## src/rtl/fm_cmd_seq.sv

```systemverilog
// fm_cmd_seq: timed command sequencer for the fmsynth register bus.
// The CPU queues register writes and sample-accurate delays without stalling;
// the sequencer replays them to fmsynth, honouring its bus_wait handshake.
//
// Handshakes:
//   push side : a command is transferred on the rising clk edge where
//               push_valid && push_ready. push_ready is low while the queue is
//               full or while flush is asserted, so a push in a flush cycle is dropped.
//   fm side   : fm_wren qualifies fm_addr/fm_wrdata; a write is committed on
//               the rising edge where fm_wren && !fm_wait, and the sequencer
//               holds all three outputs stable until then.
module fm_cmd_seq #(
  parameter int DEPTH_LOG2 = 4,
  parameter int SAMPLE_DIV = 506
) (
  input  logic                  clk,
  input  logic                  reset,
  input  logic                  push_valid,
  output logic                  push_ready,
  input  logic                  push_delay,
  input  logic [7:0]            push_addr,
  input  logic [31:0]           push_data,
  input  logic                  flush,
  output logic [DEPTH_LOG2:0]   level,
  output logic                  busy,
  output logic [7:0]            fm_addr,
  output logic [31:0]           fm_wrdata,
  output logic                  fm_wren,
  input  logic                  fm_wait,
  output logic [1:0]            dbg_state
);

  localparam int DEPTH = 1 << DEPTH_LOG2;
  localparam int TW    = (SAMPLE_DIV > 1) ? $clog2(SAMPLE_DIV) : 1;

  localparam logic [DEPTH_LOG2:0]   LVL_ONE   = 1;
  localparam logic [DEPTH_LOG2:0]   LVL_FULL  = DEPTH;
  localparam logic [DEPTH_LOG2-1:0] PTR_ONE   = 1;
  localparam logic [TW-1:0]         TICK_ONE  = 1;
  localparam logic [TW-1:0]         TICK_LAST = TW'(SAMPLE_DIV - 1);

  // One queued command: delay flag, register address, write data / tick count.
  typedef struct packed {
    logic        is_delay;
    logic [7:0]  addr;
    logic [31:0] data;
  } entry_t;

  typedef enum logic [1:0] {
    S_IDLE  = 2'd0,
    S_WRITE = 2'd1,
    S_DELAY = 2'd2
  } state_t;

  // ---------------------------------------------------------------------------
  // Sample tick
  // ---------------------------------------------------------------------------
  logic [TW-1:0] tick_cnt_q;
  logic          tick;

  assign tick = (tick_cnt_q == TICK_LAST);

  // Free-running sample-period counter; flush deliberately leaves it alone.
  always_ff @(posedge clk or posedge reset) begin
    if (reset) begin
      tick_cnt_q <= '0;
    end else if (tick) begin
      tick_cnt_q <= '0;
    end else begin
      tick_cnt_q <= tick_cnt_q + TICK_ONE;
    end
  end

  // ---------------------------------------------------------------------------
  // Command FIFO
  // ---------------------------------------------------------------------------
  entry_t                  mem_q [DEPTH];
  logic [DEPTH_LOG2-1:0]   wr_ptr_q;
  logic [DEPTH_LOG2-1:0]   rd_ptr_q;
  logic [DEPTH_LOG2:0]     level_q;
  logic                    full;
  logic                    empty;
  logic                    push_fire;
  logic                    pop_fire;
  entry_t                  head;
  entry_t                  push_entry;
  state_t                  state_q;

  assign full       = (level_q == LVL_FULL);
  assign empty      = (level_q == '0);
  assign push_ready = !full && !flush;
  assign push_fire  = push_valid && push_ready;
  // The head is consumed only from idle, and never in a flush cycle.
  assign pop_fire   = (state_q == S_IDLE) && !empty && !flush;
  assign head       = mem_q[rd_ptr_q];

  assign push_entry.is_delay = push_delay;
  assign push_entry.addr     = push_addr;
  assign push_entry.data     = push_data;

  // Storage array: written on accepted pushes, no reset needed.
  always_ff @(posedge clk) begin
    if (push_fire) begin
      mem_q[wr_ptr_q] <= push_entry;
    end
  end

  // Pointers and occupancy; flush empties the queue in one cycle.
  always_ff @(posedge clk or posedge reset) begin
    if (reset) begin
      wr_ptr_q <= '0;
      rd_ptr_q <= '0;
      level_q  <= '0;
    end else if (flush) begin
      wr_ptr_q <= '0;
      rd_ptr_q <= '0;
      level_q  <= '0;
    end else begin
      if (push_fire) begin
        wr_ptr_q <= wr_ptr_q + PTR_ONE;
      end
      if (pop_fire) begin
        rd_ptr_q <= rd_ptr_q + PTR_ONE;
      end
      case ({push_fire, pop_fire})
        2'b10:   level_q <= level_q + LVL_ONE;
        2'b01:   level_q <= level_q - LVL_ONE;
        default: level_q <= level_q;
      endcase
    end
  end

  // ---------------------------------------------------------------------------
  // Replay FSM
  // ---------------------------------------------------------------------------
  logic [7:0]  fm_addr_q;
  logic [31:0] fm_wrdata_q;
  logic        fm_wren_q;
  logic [15:0] dcnt_q;

  // Replay sequencer: issues writes, waits out fm_wait, counts delay ticks.
  always_ff @(posedge clk or posedge reset) begin
    if (reset) begin
      state_q     <= S_IDLE;
      fm_addr_q   <= '0;
      fm_wrdata_q <= '0;
      fm_wren_q   <= 1'b0;
      dcnt_q      <= '0;
    end else begin
      case (state_q)
        S_IDLE: begin
          if (pop_fire) begin
            if (head.is_delay) begin
              // A zero-length delay is consumed without waiting for a tick.
              if (head.data[15:0] != 16'd0) begin
                dcnt_q  <= head.data[15:0];
                state_q <= S_DELAY;
              end
            end else begin
              fm_addr_q   <= head.addr;
              fm_wrdata_q <= head.data;
              fm_wren_q   <= 1'b1;
              state_q     <= S_WRITE;
            end
          end
        end
        S_WRITE: begin
          // A write in flight is never abandoned, not even by flush.
          if (!fm_wait) begin
            fm_wren_q <= 1'b0;
            state_q   <= S_IDLE;
          end
        end
        S_DELAY: begin
          if (flush) begin
            dcnt_q  <= '0;
            state_q <= S_IDLE;
          end else if (tick) begin
            dcnt_q <= dcnt_q - 16'd1;
            if (dcnt_q == 16'd1) begin
              state_q <= S_IDLE;
            end
          end
        end
        default: begin
          state_q <= S_IDLE;
        end
      endcase
    end
  end

  assign fm_addr   = fm_addr_q;
  assign fm_wrdata = fm_wrdata_q;
  assign fm_wren   = fm_wren_q;
  assign level     = level_q;
  assign busy      = !empty || (state_q != S_IDLE);
  assign dbg_state = state_q;

endmodule

```

## config.mk

```make
export PLATFORM = sky130hd
export DESIGN_NAME = fm_cmd_seq
export DESIGN_NICKNAME = d
export VERILOG_FILES = /design/src/rtl/fm_cmd_seq.sv
export SDC_FILE = /design/constraint.sdc
export NUM_CORES = 1
export LEC_CHECK = 0
export BUFFER_PORTS_ARGS = -buffer_cell sky130_fd_sc_hd__buf_2
export CORE_MARGIN = 2
export CORE_UTILIZATION = 45
export DETAILED_ROUTE_END_ITERATION = 10
export GPL_ROUTABILITY_DRIVEN = 1
export PLACE_DENSITY = 0.62
export SETUP_SLACK_MARGIN = 0.02
export SYNTH_ARGS = -nofsm -noshare
export SYNTH_HDL_FRONTEND = slang
export SYNTH_SLANG_ARGS = --single-unit
```

## constraint.sdc

```tcl
create_clock -name clk -period 9.85 [get_ports clk]
set_input_delay 0 -clock clk [delete_from_list [all_inputs] [get_ports clk]]
set_output_delay 0 -clock clk [all_outputs]
set_load 0.02 [all_outputs]
```

### After elaboration in Yosys (flattened, before gate mapping)

Memory sizes are Yosys's and may differ from the RTL's.
Cells that the tools add are included.

* register bits after elaboration: 81
* RAM bits: 656
* logic and storage cells: 80
* memories kept: 1

* add/sub/neg operators: 6
* equal/unequal tests: 15
* mux-type cells: 27
* bitwise operators: 1
* reduce and logical (&&, ||, !) cells: 21

Memory list
* mem_q: words 16, bits a word 41, read ports 1, clocked after memory_dff 0, wr ports 1, line 77 `entry_t mem_q [DEPTH];`

Operators by type and width (count)
* 16-bit 2-to-1 mux: 5
* 16-bit one-hot mux with 2 select lines: 1
* 16-bit by 1-bit equality test with 1-bit output (second input constant): 1
* 4-bit 2-to-1 mux: 4
* 16-bit nonzero test: 1
* 16-bit by 1-bit subtractor with 16-bit output (second input constant): 1
* 2-bit 2-to-1 mux: 7
* 5-bit one-hot mux with 2 select lines: 1
* 5-bit AND reduction: 2
* 2-bit nonzero test: 5
* 9-bit by 1-bit adder with 9-bit output (second input constant): 1
* 9-bit equality test (second input constant): 1
* 9-bit 2-to-1 mux: 1
* 4-bit by 1-bit adder with 4-bit output (second input constant): 2
* 2-bit != test (second input constant): 4
* 3-bit != test (second input constant): 2
* 2-bit one-hot mux with 3 select lines: 1
* 5-bit by 1-bit adder with 5-bit output (second input constant): 1
* 5-bit equality test (second input constant): 1
* 5-bit zero test: 1
* 1-bit 2-to-1 mux: 5
* 5-bit 2-to-1 mux: 1
* 5-bit by 1-bit subtractor with 5-bit output (second input constant): 1
* 2-bit by 1-bit equality test with 1-bit output (second input constant): 2
* other kinds (12): 18

### Logic depth before layout (Yosys ltp)

* depth after elaboration: 7
* mapped depth: 12
* mapped depth without buffers: 10

### Least setup slack after synthesis

OpenSTA, ideal clock, no wires.

* path type: register to register
* start: reg level_q[1] (netlist: level[1])
* end: mem mem_q[1][0] (netlist name), enable pin
* arrival time: 5.355 ns
* data required time: 9.308 ns
* setup slack: 3.954 ns
* stages on the path, launching flop included: 6
* path buffers: 1
* cells stage by stage: dfrtp_1 > clkbuf_1 > nor4_1 > a21oi_1 > nand2_1 > nor4_1

* word-level cells in the longest chain between the ends: 6

RTL lines
* start, declared: line 80 `logic [DEPTH_LOG2:0] level_q;`
* start signal, assigned: line 126 `2'b10: level_q <= level_q + LVL_ONE;`
* start signal, assigned: line 127 `2'b01: level_q <= level_q - LVL_ONE;`
* start signal, assigned: line 128 `default: level_q <= level_q;`
* 5-bit equality test: line 89 `assign full = (level_q == LVL_FULL);`
* 1-bit zero test: line 91 `assign push_ready = !full && !flush;`
* 1-bit logical AND: line 91
* net push_ready: line 19 `output logic push_ready,`
* 1-bit logical AND: line 92 `assign push_fire = push_valid && push_ready;`
* 1-bit 2-to-1 mux: line 103 `if (push_fire) begin`
* 1-bit 2-to-1 mux (implied by the code): line 104 `mem_q[wr_ptr_q] <= push_entry;`
* end, declared: line 77

The timed path passes the listed nets, and every way through them passes these cells.

### Worst setup path in the final report

* start: reg rd_ptr_q[0]
* end: reg dcnt_q[6]

* word-level cells in the longest chain between the ends: 5
* elaborated cells between the ends (all ways): 9
* classes of those cells: eq/ne: 2; mux: 4; reduce/logical: 2; memory: 1

RTL lines
* start, declared: line 79 `logic [DEPTH_LOG2-1:0] rd_ptr_q;`
* start signal, assigned: line 123 `rd_ptr_q <= rd_ptr_q + PTR_ONE;`
* memory read 16 x 41 bit (*)
* parallel branches: the longest is 4 deep, another holds 16-bit nonzero test
* end signal, assigned: line 156 `dcnt_q <= head.data[15:0];`
* end signal, assigned: line 179 `dcnt_q <= dcnt_q - 16'd1;`
* end, declared: line 139 `logic [15:0] dcnt_q;`

Mark *: on every way between the ends. The select of a mux whose other input is x is not followed.
A chain may end at the register's enable or synchronous reset.

==> metrics.txt <==
# TYPE chip_impl_metric gauge
chip_impl_metric{name="cts_num_sinks",unit=""} 737
chip_impl_info{name="clk_root_buffer_cell",value="sky130_fd_sc_hd__clkbuf_16"} 1
chip_impl_metric{name="first_pass_iters",unit=""} 5
chip_impl_metric{name="synth_largest_type_area_fraction",unit="%"} 68.94
chip_impl_metric{name="final_antenna_net_count",unit=""} 0
chip_impl_metric{name="final-seq-area",unit="sq mm"} 0.02174
chip_impl_metric{name="power_report.internal_total",unit="mW"} 6.211
chip_impl_metric{name="max_slew_margin",unit="%"} 22.74
chip_impl_metric{name="cellPowerDensity",unit="mW/mm^2"} 256.7
chip_impl_metric{name="finalNonFillerCells",unit=""} 2421
chip_impl_metric{name="standby_leakage_power",unit="nW"} 10.78
chip_impl_info{name="rsz0062_at_grt",value="no"} 1
chip_impl_metric{name="dpl.cell_count",unit=""} 2235
chip_impl_metric{name="required",unit="ns"} 10.34
chip_impl_metric{name="global_route.usage.total",unit="%"} 19.58
chip_impl_metric{name="worst_clock_skew",unit="ns"} 0.02293
chip_impl_metric{name="net-switching-power",unit="mW"} 2.304
chip_impl_metric{name="globalRoute.totalOverflow",unit=""} 0
chip_impl_metric{name="post_detailed_route_drc_marker_count",unit=""} 0
chip_impl_info{name="path_class",value="flip-flop to flip-flop"} 1
chip_impl_metric{name="utilization",unit="%"} 52.68
chip_impl_metric{name="quantity_of_hold_fixing_buffers_added_after_cts",unit=""} 46
chip_impl_metric{name="final.setup.tns",unit="ns"} 0
chip_impl_metric{name="tightest_slew",unit="ns"} 1.155
chip_impl_metric{name="io_port_bufs",unit=""} 95
chip_impl_metric{name="worst_setup_hold_path_clk_slew",unit="ns"} 0.06
chip_impl_metric{name="power.sequential.fraction",unit="%"} 44.5
chip_impl_metric{name="fraction_of_power_consumed_by_combinational_cells",unit="%"} 21.2
chip_impl_metric{name="clk_latency",unit="ns"} 0.62
chip_impl_metric{name="coreArea",unit="sq mm"} 0.06297
chip_impl_metric{name="yosys_warnings",unit=""} 0
chip_impl_metric{name="fp-row-count",unit=""} 92
chip_impl_metric{name="post-layout-total-power",unit="mW"} 8.515
chip_impl_metric{name="syn_area_per_cell",unit="sq um"} 21.52
chip_impl_metric{name="gate_count_after_technology_mapping",unit=""} 1328
chip_impl_metric{name="maxcap_viol_count",unit=""} 0
chip_impl_metric{name="worst_r2r_path_depth",unit=""} 8
chip_impl_metric{name="vdd_ir_drop_max",unit="V"} 0.0001682
chip_impl_metric{name="multi_input_area",unit="sq mm"} 0.006540
chip_impl_metric{name="finalWorstSetupSlack",unit="ns"} 5.466
chip_impl_metric{name="ys_seq_area_share",unit="%"} 76.04
chip_impl_metric{name="detail_route.vias_per_cell",unit=""} 5.704
chip_impl_metric{name="nets",unit=""} 1570
chip_impl_metric{name="min_path_cells",unit=""} 3
chip_impl_metric{name="drt_first_iter_violations",unit=""} 1107
chip_impl_metric{name="sw_frac_of_total",unit="%"} 27.06
chip_impl_info{name="layout_common_cells",value="sky130_fd_sc_hd__edfxtp_1 (656), sky130_fd_sc_hd__mux4_2 (189), sky130_fd_sc_hd__buf_2 (95), sky130_fd_sc_hd__clkbuf_16 (79), sky130_fd_sc_hd__dfrtp_1 (77)"} 1
chip_impl_metric{name="worst_slack_at_placement",unit="ns"} 5.385
chip_impl_metric{name="cts_resized",unit=""} 0
chip_impl_metric{name="grt_pass1_vias",unit=""} 14520
chip_impl_metric{name="fp.dieArea",unit="sq mm"} 0.06553
chip_impl_metric{name="via_count",unit=""} 13810
chip_impl_metric{name="ys_ff_latch",unit=""} 737
chip_impl_info{name="ys_top_cells_by_area",value="sky130_fd_sc_hd__edfxtp_1 (69%), sky130_fd_sc_hd__mux4_2 (15%), sky130_fd_sc_hd__dfrtp_1 (7.1%)"} 1
chip_impl_info{name="synthDominantAreaCellType",value="sky130_fd_sc_hd__edfxtp_1"} 1
chip_impl_metric{name="first_pass_grt_wire_length",unit="um"} 94590
chip_impl_metric{name="design_area",unit="sq mm"} 0.03317
chip_impl_metric{name="filler_cell_count",unit=""} 4903
chip_impl_info{name="min_path_type",value="input pin to flip-flop"} 1
chip_impl_metric{name="initial_core_util",unit="%"} 45.38
chip_impl_metric{name="cts_buffers",unit=""} 76
chip_impl_metric{name="design.portCount",unit=""} 96
chip_impl_metric{name="placed_area",unit="sq mm"} 0.03013
chip_impl_metric{name="area.growth.synth_to_final",unit="%"} 16.10
chip_impl_metric{name="clockBufferDepth",unit=""} 3
chip_impl_metric{name="final_layout_size_suffix_gt1_share",unit="%"} 30.60
chip_impl_metric{name="worst_ep_arrival_time",unit="ns"} 4.87
chip_impl_metric{name="grt_start_max_net_pins",unit=""} 71
chip_impl_metric{name="finalCriticalPeriod",unit="ns"} 4.384
chip_impl_metric{name="drt-wirelength-per-cell",unit="um"} 26.12
chip_impl_info{name="critical_path.startpoint_type",value="flip-flop"} 1
chip_impl_metric{name="place_congestion",unit=""} 0.8086
chip_impl_info{name="tritoncts",value="yes"} 1
chip_impl_metric{name="clock.fmax",unit="MHz"} 228.1
chip_impl_info{name="timing.critical_path.to_type",value="flip-flop"} 1
chip_impl_metric{name="die_span_in_y",unit="um"} 256.0
chip_impl_metric{name="grt_antenna_before_repair",unit=""} 1
chip_impl_metric{name="slew_violations",unit=""} 0
chip_impl_metric{name="clock_power_share",unit="%"} 34.3
chip_impl_metric{name="yosys.cell_types.count",unit=""} 49
chip_impl_metric{name="routed_wirelength",unit="um"} 63250
chip_impl_metric{name="hold_ws",unit="ns"} 0.2349
chip_impl_metric{name="h_tree_lvls",unit=""} 3
chip_impl_metric{name="worstPathMaxFanout",unit=""} 51
chip_impl_metric{name="synth_area",unit="sq mm"} 0.02857
chip_impl_metric{name="final_min_period_over_clock_period",unit="%"} 44.51
chip_impl_metric{name="final_hold_viol_count",unit=""} 0
chip_impl_metric{name="die_w",unit="um"} 256.0
chip_impl_metric{name="insertedDiodeCount",unit=""} 0
chip_impl_info{name="outcome",value="finished clean"} 1
chip_impl_metric{name="postSynthNetCount",unit=""} 1385
chip_impl_metric{name="setup_viol",unit=""} 0
chip_impl_metric{name="postCtsSetupRepairBufs",unit=""} 0
chip_impl_metric{name="dpl.hpwl",unit="um"} 33550
chip_impl_info{name="final_common_cell",value="sky130_fd_sc_hd__edfxtp_1"} 1
[state kept, by name, indices dropped and copies added, names as in the netlist]
name	count
mem_q	656
fm_wrdata	32
dcnt_q	16
tick_cnt_q	9
fm_addr	8
level	5
rd_ptr_q	4
wr_ptr_q	4
dbg_state	2
fm_wren	1
[power groups by stage]
stage	logic (mW)	registers (mW)	clock network, mW
CTS	1.84	3.79	2.98
finish	1.80	3.79	2.92
global placement	1.79	3.85	0
detailed placement	1.82	3.86	0
floorplan	1.27	3.86	0
global route	1.94	3.82	3.10
[synth_stat cells, drive strengths merged]
cell type  instances
a22oi             30
mux2i              6
a311o              1
nor4              14
o32ai              1
or3                4
nor3               7
mux2              43
nor2b              4
xnor2             10
edfxtp           656
a31o               1
clkbuf            36
inv               18
xor2               7
o2bb2ai           10
or4                2
o21ai             23
a21o               3
mux4             189
o31a               1
nand2             32
a211oi             2
a22o               3
a31oi              5
a32o               6
o41a               1
o31ai              2
and3               2
ha                11
nand4              3
nand3              7
and2              11
nor3b              1
or2                2
a21oi             11
buf               31
dfrtp             81
nor2              47
nand2b             2
nand3b             1
and4               1
[worst max-delay path: stages (launching register included)]
cell,delay [ns]
sky130_fd_sc_hd__dfrtp_4,1.13
sky130_fd_sc_hd__buf_4,0.85
sky130_fd_sc_hd__mux4_2,0.59
sky130_fd_sc_hd__a22oi_1,0.23
sky130_fd_sc_hd__nand2_1,0.27
sky130_fd_sc_hd__nor4_1,0.28
sky130_fd_sc_hd__and4_1,0.29
sky130_fd_sc_hd__o21ai_2,0.23
sky130_fd_sc_hd__mux2_2,0.34
[path summary, 6_finish.rpt]
path | endpoint | slack (ns) | from
min in group asynchronous | dcnt_q[6] | 0.58 | reset
max | dcnt_q[6] | 5.47 | rd_ptr_q[0]
min | dbg_state[0] | 0.23 | fm_wait
max in group asynchronous | rd_ptr_q[0] | 8.03 | reset
min reg2reg | fm_wrdata[3] | 0.49 | fm_wrdata[3]
max reg2reg | dcnt_q[6] | 5.47 | rd_ptr_q[0]
[layer usage]
layer | up-vias | global-route usage, % | wire length, um
met4 | 2 | 4.483 | 918
li1 | 5887 | - | -
met5 | - | 0 | 11
met2 | 428 | 32.10 | 31170
met3 | 70 | 3.387 | 3654
met1 | 7423 | 27.74 | 27490
[kinds of logic after synthesis]
group,Yosys count,share of synthesized area (%)
adders and majority gates,11,0.4817
muxes,238,16.80
and+or+nand+nor,140,2.378
DFF,737,76.04
xor gates and xnor gates,17,0.5211
buffers and inverters,85,1.301
AOI/OAI and AO/OA,100,2.479
[layout make-up]
cell class              instances  area share, %
flip-flops and latches        737          65.53
multi-input cells             506          19.72
clock buffers                 109          6.691
repair buffers                174          3.568
well taps                     846          3.191
clock inverters                31          1.090
inverters                      18         0.2112
Note: power is estimated with default switching activity, not from simulation.
